[src/rtl/end_game.sv]
// rtl/end_game.sv - Snake game-over detector with sticky flag and cause code.
// Optional macro BOUNDARY_CHECK_EN enables the out-of-bounds term.
module end_game #(
  parameter int NSEG  = 5,
  parameter int SEG_W = 40,
  parameter int MAX_X = 639,
  parameter int MAX_Y = 479
) (
  input  logic                  clk,
  input  logic                  rst,
  input  logic                  update,
  input  logic [SEG_W-1:0]      head,
  input  logic [NSEG*SEG_W-1:0] body,
  output logic                  isOver,
  output logic [1:0]            over_cause
);

  localparam int YW = SEG_W / 2;
  localparam int XW = SEG_W - YW;

`ifdef BOUNDARY_CHECK_EN
  localparam bit OOB_EN = 1'b1;
`else
  localparam bit OOB_EN = 1'b0;
`endif

  localparam logic [XW-1:0] LIM_X = XW'(MAX_X);
  localparam logic [YW-1:0] LIM_Y = YW'(MAX_Y);

  logic [XW-1:0] head_x;
  logic [YW-1:0] head_y;
  logic          hit_body;
  logic          oob;

  assign head_x = head[SEG_W-1:YW];
  assign head_y = head[YW-1:0];

  // Every segment is live, including all-zero ones at (0,0).
  always_comb begin
    hit_body = 1'b0;
    for (int i = 0; i < NSEG; i++) begin
      if (body[i*SEG_W +: SEG_W] == head) hit_body = 1'b1;
    end
  end

  // With the feature off this folds to a constant 0.
  assign oob = OOB_EN && ((head_x > LIM_X) || (head_y > LIM_Y));

  always_ff @(posedge clk) begin
    if (rst) begin
      isOver     <= 1'b0;
      over_cause <= 2'b00;
    end else if (update && !isOver && (hit_body || oob)) begin
      isOver     <= 1'b1;
      over_cause <= {oob, hit_body};
    end
  end

endmodule

[config.mk]
export PLATFORM = sky130hd
export DESIGN_NAME = end_game
export DESIGN_NICKNAME = d
export VERILOG_FILES = /design/src/rtl/end_game.sv
export SDC_FILE = /design/constraint.sdc
export NUM_CORES = 1
export LEC_CHECK = 0
export ABC_AREA = 1
export CAP_MARGIN = 20
export CORE_ASPECT_RATIO = 2
export CORE_UTILIZATION = 32
export CTS_CLUSTER_DIAMETER = 100
export DETAILED_ROUTE_END_ITERATION = 12
export GPL_TIMING_DRIVEN = 0
export PLACE_DENSITY = 0.8
export SYNTH_ARGS = -nofsm -noshare
export SYNTH_HDL_FRONTEND = slang
export SYNTH_SLANG_ARGS = --single-unit
[constraint.sdc]
create_clock -name clk -period 1.09 [get_ports clk]
set_input_delay 0.1635 -clock clk [delete_from_list [all_inputs] [get_ports clk]]
set_output_delay 0.1635 -clock clk [all_outputs]
set_load 0.005 [all_outputs]
---- Word-level counts from Yosys, hierarchy flattened ----
Index checks and enable logic that the tools add are counted.
word-level totals
  input bits .............................. 243
  logic and storage cells ................. 15
  output and inout port bits .............. 3
  register bits after elaboration ......... 2
cells by class
  mux-type cells .......................... 5
  eq/ne operators ......................... 5
  reduce and logical (&&, ||, !) cells .... 3
operators by type and width
  cell               count
  $eq 40x40->1       5
  $mux 1             5
  $logic_and 1x1->1  2
  $logic_not 1->1    1

---- Longest topological paths before layout ----
Gate-level depths: netlist of run 1.
  depth in word-level cells ............... 7
  depth in mapped cells ................... 13
  gate-level depth less buffers ........... 12

---- Worst setup path before layout of run 1 ----
No wires, ideal clock.
  kind .................................... input to register
  from .................................... input head[7]
  to ...................................... register isOver
  path slack .............................. -0.047 ns
  setup time .............................. 0.123 ns
  buffers on the path ..................... 1
  cell stages on the path ................. 11
  data required time ...................... 0.967 ns
  arrival ................................. 1.014 ns
  cell sequence ........................... buf_4 inv_2 or2_0 nand3_1 nor2_1 nand2_1 nor2_1 nand3_1 nand2_1 o21bai_1 a21oi_1
between the ends
  word-level cells in the longest chain between the ends .. 7
  elaborated cells on any way between the ends .. 11
  those cells by class .................... eq/ne (5); mux (5); reduce/logical (1)
ends and longest elaborated chain
  item                    line  source
  start: declaration      12    input logic [SEG_W-1:0] head,
  $eq 40x40->1            42    if (body[i*SEG_W +: SEG_W] == head) hit_body = 1'b1;
  $mux 1 (4 in a row)     42
  $mux 1 *                42
  $logic_and 1x1->1 *     53    end else if (update && !isOver && (hit_body || oob)) begin
  end signal: assignment  51    isOver <= 1'b0;
  end signal: assignment  54    isOver <= 1'b1;
  end: declaration        14    output logic isOver,
Mark *: on every way between the ends. The rest lies on a longest branch, timed or not.
A chain may end at the register's enable or synchronous reset.

---- Final worst setup path of run 1 ----
  from .................................... input body[10]
  to ...................................... register over_cause[0]
between the ends
  word-level cells in the longest chain between the ends .. 7
ends and longest elaborated chain
  item                    line  source
  start: declaration      13    input logic [NSEG*SEG_W-1:0] body,
  $eq 40x40->1 *          42
  $mux 1 * (5 in a row)   42
  $logic_and 1x1->1       53
  end signal: assignment  55    over_cause <= {oob, hit_body};
  end: declaration        15    output logic [1:0] over_cause
Marks and branches as above.

==> results of run 1 <==
## kinds of logic (layout without fill, tap and decap cells)
logic type,after synthesis,in the layout,share of synthesized area [%]
xor+xnor,132,132,35.5
flops,2,2,1.23
other cells,1,2,0.115
simple gates,346,346,41.6
buf+inv,131,348,19.9
compound gates,10,10,1.76
## critical path, delay by kind of cell
kind	cells	cell delay, ns
simple gates	6	0.65
buf+inv	1	0.10
compound gates	2	0.24
xor+xnor	1	0.19
## per-stage QoR
step	instances	power, mW
global placement	963	2.22
global route	972	2.90
detailed placement	963	2.24
floorplan	622	1.17
finish	972	2.71
CTS	971	2.69
## area by class of cell
cell class,instances,area [um^2],area share (%)
multi-input cells,489,2890,49.4
repair buffers,214,1900,32.4
plain buffers,36,415,7.11
inverters,95,362,6.19
well taps,132,165,2.83
clock buffers,3,75.1,1.29
flip-flops and latches,2,40.0,0.685
diodes,1,2.50,0.0428
## path summary, 6_finish.rpt
check,endpoint,startpoint
setup / recovery,over_cause[0],body[10]
hold / removal,isOver,isOver
setup reg to reg,over_cause[0],isOver
hold reg to reg,isOver,isOver
## synthesized netlist by cell type, types with 2 or more instances
library cell and count:
or2_0 2, nand2_1 257, xor2_1 5, nand3_1 9
buf_4 7, dfxtp_1 2, nand4_1 15, o22ai_1 4
xnor2_1 127, nor2_1 62, o21ai_1 2, buf_6 15
a21oi_1 2, inv_2 32, inv_1 63, buf_2 14
## sequential cells by signal, summed over array words and instances, names as in the netlist
signal	flops
isOver	1
over_cause	1
## per-layer routing
metal	global-route usage [%]	part of all wire, %	vias up
met4	10.1	3.5	0
met2	59.8	59	171
li1	-	-	2236
met5	0	0	-
met1	26.2	33	1858
met3	3.32	4.9	32
## timing repair
| item | 4_1_cts | 5_1_grt |
|---|---|---|
| setup endpoints to repair | 4 | 2 |
| pin swaps | 286 | 49 |
| gates resized for setup | 444 | 20 |
| cloned | 0 | 0 |
| setup buffers | 5 | 0 |
## power groups by stage
stage / Combinational [mW] / Sequential, mW / Clock, mW
finish: 2.07 / 0.0738 / 0.560
global route: 2.26 / 0.0738 / 0.565
CTS: 2.06 / 0.0738 / 0.562
detailed placement: 2.17 / 0.0747 / 0
global placement: 2.14 / 0.0747 / 0
floorplan: 1.10 / 0.0747 / 0
==> run metrics, run 1 <==
Initial Util between 30% and 40%; CP Data Required Time 1.24 ns; worst slack, placed -1.03 ns; Die Y approximately 140 um; Lkg Pwr slightly below 3 nW; switching share of power 37.6%; Tmin final roughly 1.2 ns; hold-critical path depth 2; routed via count between 4000 and 5000; syn avg cell area around 5.2 um^2; reg2reg setup slack around 0.25 ns; fmax between 0.8 and 0.9 GHz; PwrDens 463 mW/mm^2; Area Overhead vs Synth 79.2%; register area share after synthesis between 1 and 1.5%; top-area cell type share of the netlist area between 30 and 40%; nets ~1100; commonest non-fill, non-tap cells in the layout 249 x nand2_1, 98 x xnor2_1, 83 x dlygate4sd2_1; setup violators final 2; largest net degree at the start of global routing 9; worst hold path class reg -> reg; NetSw slightly above 1 mW; Distinct cells, synth 20; Comb pwr share between 70% and 80%; cts bufs inserted 3; Layout fillers about 1000; fin area ~0.0058 mm^2; first-pass GRT wire length about 22000 um; Setup CP Type in -> reg; grt total ovfl 0; outcome finished with violations; crit start category primary input; Worst Path Arrival between 1 and 1.5 ns; clk sinks 2; clock power share between 20% and 30%; Period Utilization, post-route 110%; Row Count between 50 and 60; main flop type after synthesis dfxtp_1; internal power approximately 1.7 mW; Syn Nets 865; critical path endpoint category flop; Layout Utilization about three fifths; DR WL/cell about 15 um; max-cap violations 0; Clock Pin Slew Worst Setup and Hold Paths ~0.03 ns; antenna-violating nets left 0; DP Wirelength between 10000 and 15000 um; DRT iter0 DRCs roughly 110; Setup WS post-layout -0.105 ns; die width approximately 73 um; Syn. warnings 0; Layout Skew slightly above 0.003 ns; area of the mapped netlist between 0.003 and 0.004 mm^2; DR vias/cell about 4.4; Worst-Skew Late Latency 0.22 ns; number of synthesized flops with an enable pin 0; vias in the first global route approximately 4400; failing checks negative setup slack; total wire length between 10000 and 15000 um; worst-path maximum fanout 2; Slew Viols, Final 0; CTS Hold Bufs 0; initial antenna violation count 1; most common library cell in the layout ignoring fill and taps nand2_1; Final Hold Fails 0; Synth Register Bits 2; input/output buffers 209; # H-tree levels 1; Placed Area ~0.0057 mm^2; post-synth top area cell xnor2_1; post-synthesis cell count 622; RSZ-0062 raised after global routing true; max incr delay on CP 0.19 ns; Total Routing Usage GR around 28%; Initial DRT Pass Iterations 4; final hold slack approximately 0.49 ns; Synth area leaders xnor2_1 34%, nand2_1 30%, inv_1 7.3%; CTS Root Buffer Type clkbuf_16; critical path's slowest cell xnor2_4; critical-path cell list buf_8 -> xnor2_4 -> nand2_1 -> nor2_2 -> nand2_1 -> nor2_2 -> nand3_2 -> nand3_2 -> o21bai_1 -> a21oi_1; GPL Wtd Cong 0.915; fraction of layout cells with a size suffix above 1 20.5%; Reg power frac 2.7%; FFs w/ async S/R, synth 0%; die area 0.0106 mm^2; Fin Setup TNS -0.179 ns; worst vdd ir ~1.2 mV; DRC errors left 0; CTS max path bufs 2; Core Area 0.00983 mm^2; CTS tree yes; reg2reg path depth 4; I/O pin cnt 246
Power figures use the tool's default switching activity.
==> run 2, diff against run 1 <==
CELL_PAD_IN_SITES_DETAIL_PLACEMENT = 2   (was not set)
CELL_PAD_IN_SITES_GLOBAL_PLACEMENT = 2   (was not set)
CORE_UTILIZATION = 13   (was 32)
PLACE_DENSITY = 0.76   (was 0.8)
==> run 2 against run 1 <==
The run still ends with negative setup slack left. Final cell count grew 21%. Critical path type unchanged. Critical endpoint unchanged. Highest routed layer is now met5. First-iteration DRC count decreased by 36%. Sequential share of layout area is 0.053 points lower.
==> run metrics, run 2 (synthesis results as in run 1) <==
worst-path maximum fanout 5; reg2reg path depth 4; critical path endpoint category flop; Setup CP Type in -> reg; input/output buffers 209; CTS Root Buffer Type clkbuf_16; worst slack, placed -1.21 ns; crit start category primary input; die width about 110 um; Worst Path Arrival 1.44 ns; most common library cell in the layout ignoring fill and taps nand2_1; worst vdd ir 0.404 mV; antenna-violating nets left 0; Row Count 81; first-pass GRT wire length 29600 um; Worst-Skew Late Latency between 0.2 and 0.25 ns; Area Overhead vs Synth 94.2%; fmax between 0.7 and 0.8 GHz; initial antenna violation count 6; cts bufs inserted 3; commonest non-fill, non-tap cells in the layout 227 x nand2_1, 132 x dlygate4sd2_1, 100 x xnor2_1; Tmin final 1.29 ns; Slew Viols, Final 0; Regs by FF count isOver: 1 flops, over_cause: 1 flops; worst hold path class reg -> reg; Hold EP over_cause[0]; Worst R2R End over_cause[0]; hold-critical path depth 2; M3 GR Usage 1.88%; HP Start over_cause[0]; DP Wirelength 19100 um; Setup WS post-layout -0.197 ns; CP Data Required Time 1.25 ns; I/O pin cnt between 200 and 250; # H-tree levels 1; setup violators final 2; DR WL/cell approximately 18 um; CTS tree yes; Clock Pin Slew Worst Setup and Hold Paths about 0.030 ns; outcome finished with violations; DR vias/cell about 3.8; DRC errors left 0; PwrDens about 450 mW/mm^2; Period Utilization, post-route 118%; met1 Usage GRT 14.4%; largest net degree at the start of global routing 9; r2r startpoint isOver; RSZ-0062 raised after global routing true; Final Hold Fails 0; routed via count 4493; failing checks negative setup slack; Fin Setup TNS -0.377 ns; Core Area roughly 0.025 mm^2; Initial DRT Pass Iterations 4; Die Y between 200 and 250 um; grt total ovfl 0; vias in the first global route between 5000 and 6000; reg2reg setup slack about 0.19 ns; Total Routing Usage GR between 15 and 20%; die area roughly 0.026 mm^2; CTS max path bufs 2; CTS Hold Bufs 0; clk sinks 2; DRT iter0 DRCs 70; nets around 1100; total wire length between 20000 and 25000 um; global routing usage on met2 between 30% and 40%; GPL Wtd Cong a little under 0.8; Lkg Pwr around 3 nW; Initial Util 13.3%; GRT busiest layer met2; fraction of layout cells with a size suffix above 1 a little under a quarter; Layout Skew 0.000286 ns; max-cap violations 0; Layout Utilization around a quarter
==> run 2: changes by cell type in the layout (fill, tap and decap cells not counted), moves of 7 or more <==
cell and delta:
nor2_4 +7, clkdlybuf4s15_1 -35, nand2_1 -22, nor2_1 -12
buf_2 -19, dlygate4sd2_1 +49, nand2_2 +23
==> run 2: final cells by class <==
class / instances / area, um^2
diodes: 5 / 12.5
plain buffers: 36 / 412
clock buffers: 3 / 75.1
fillers: 3070 / 18200
inverters: 95 / 377
multi-input cells: 489 / 3060
flip-flops and latches: 2 / 40.0
well taps: 332 / 415
repair buffers: 214 / 1940
==> run 2: worst max-delay path by stage <==
stage | depth (start not counted) | endpoint | from
6_report | 11 | over_cause[0] | head[31]
4_1_cts | 11 | isOver | head[39]
2_1_floorplan | 11 | over_cause[0] | head[7]
3_3_place_gp | 10 | over_cause[0] | head[13]
3_5_place_dp | 10 | over_cause[0] | head[13]
5_1_grt | 11 | over_cause[0] | body[79]
==> run 2: per-stage QoR <==
step           hold slack (ns)  instance area (um^2)  total power, mW  cells
2_1_floorplan            0.233                  3450             1.17    622
3_3_place_gp             0.438                  5960             2.34   1163
3_5_place_dp             0.444                  5960             2.39   1163
4_1_cts                  0.443                  6220             2.90   1171
5_1_grt                  0.496                  6330             3.12   1176
6_report                 0.458                  6330             2.87   1176
==> run 2: report_power, final <==
| group | switching (mW) | internal, mW | total, mW |
|---|---|---|---|
| Combinational | 1.06 | 1.18 | 2.24 |
| Clock | 0.0875 | 0.467 | 0.555 |
| Sequential | 0.00000000000102 | 0.0738 | 0.0738 |
==> run 2: layer usage <==
metal | share of wire, % | vias up | wire [um]
li1 | - | 2240 | -
met1 | 32 | 2088 | 6690
met2 | 62 | 147 | 12900
met3 | 4.2 | 16 | 870
met4 | 2.0 | 2 | 422
met5 | 0.062 | - | 13
==> run 2: worst max-delay path: stages <==
cell	delay, ns
buf_12	0.10
inv_8	0.03
nand2_2	0.05
nand4_1	0.27
nor2_2	0.19
nand2_1	0.09
nor2_1	0.13
nand3_2	0.09
nand3_2	0.10
o21bai_4	0.10
a21oi_2	0.13
==> run 2: repair_timing <==
item / 4_1_cts / 5_1_grt
pin swaps: 264 / 68
setup endpoints to repair: 4 / 2
buffers inserted: 5 / 0
resized for setup: 392 / 48
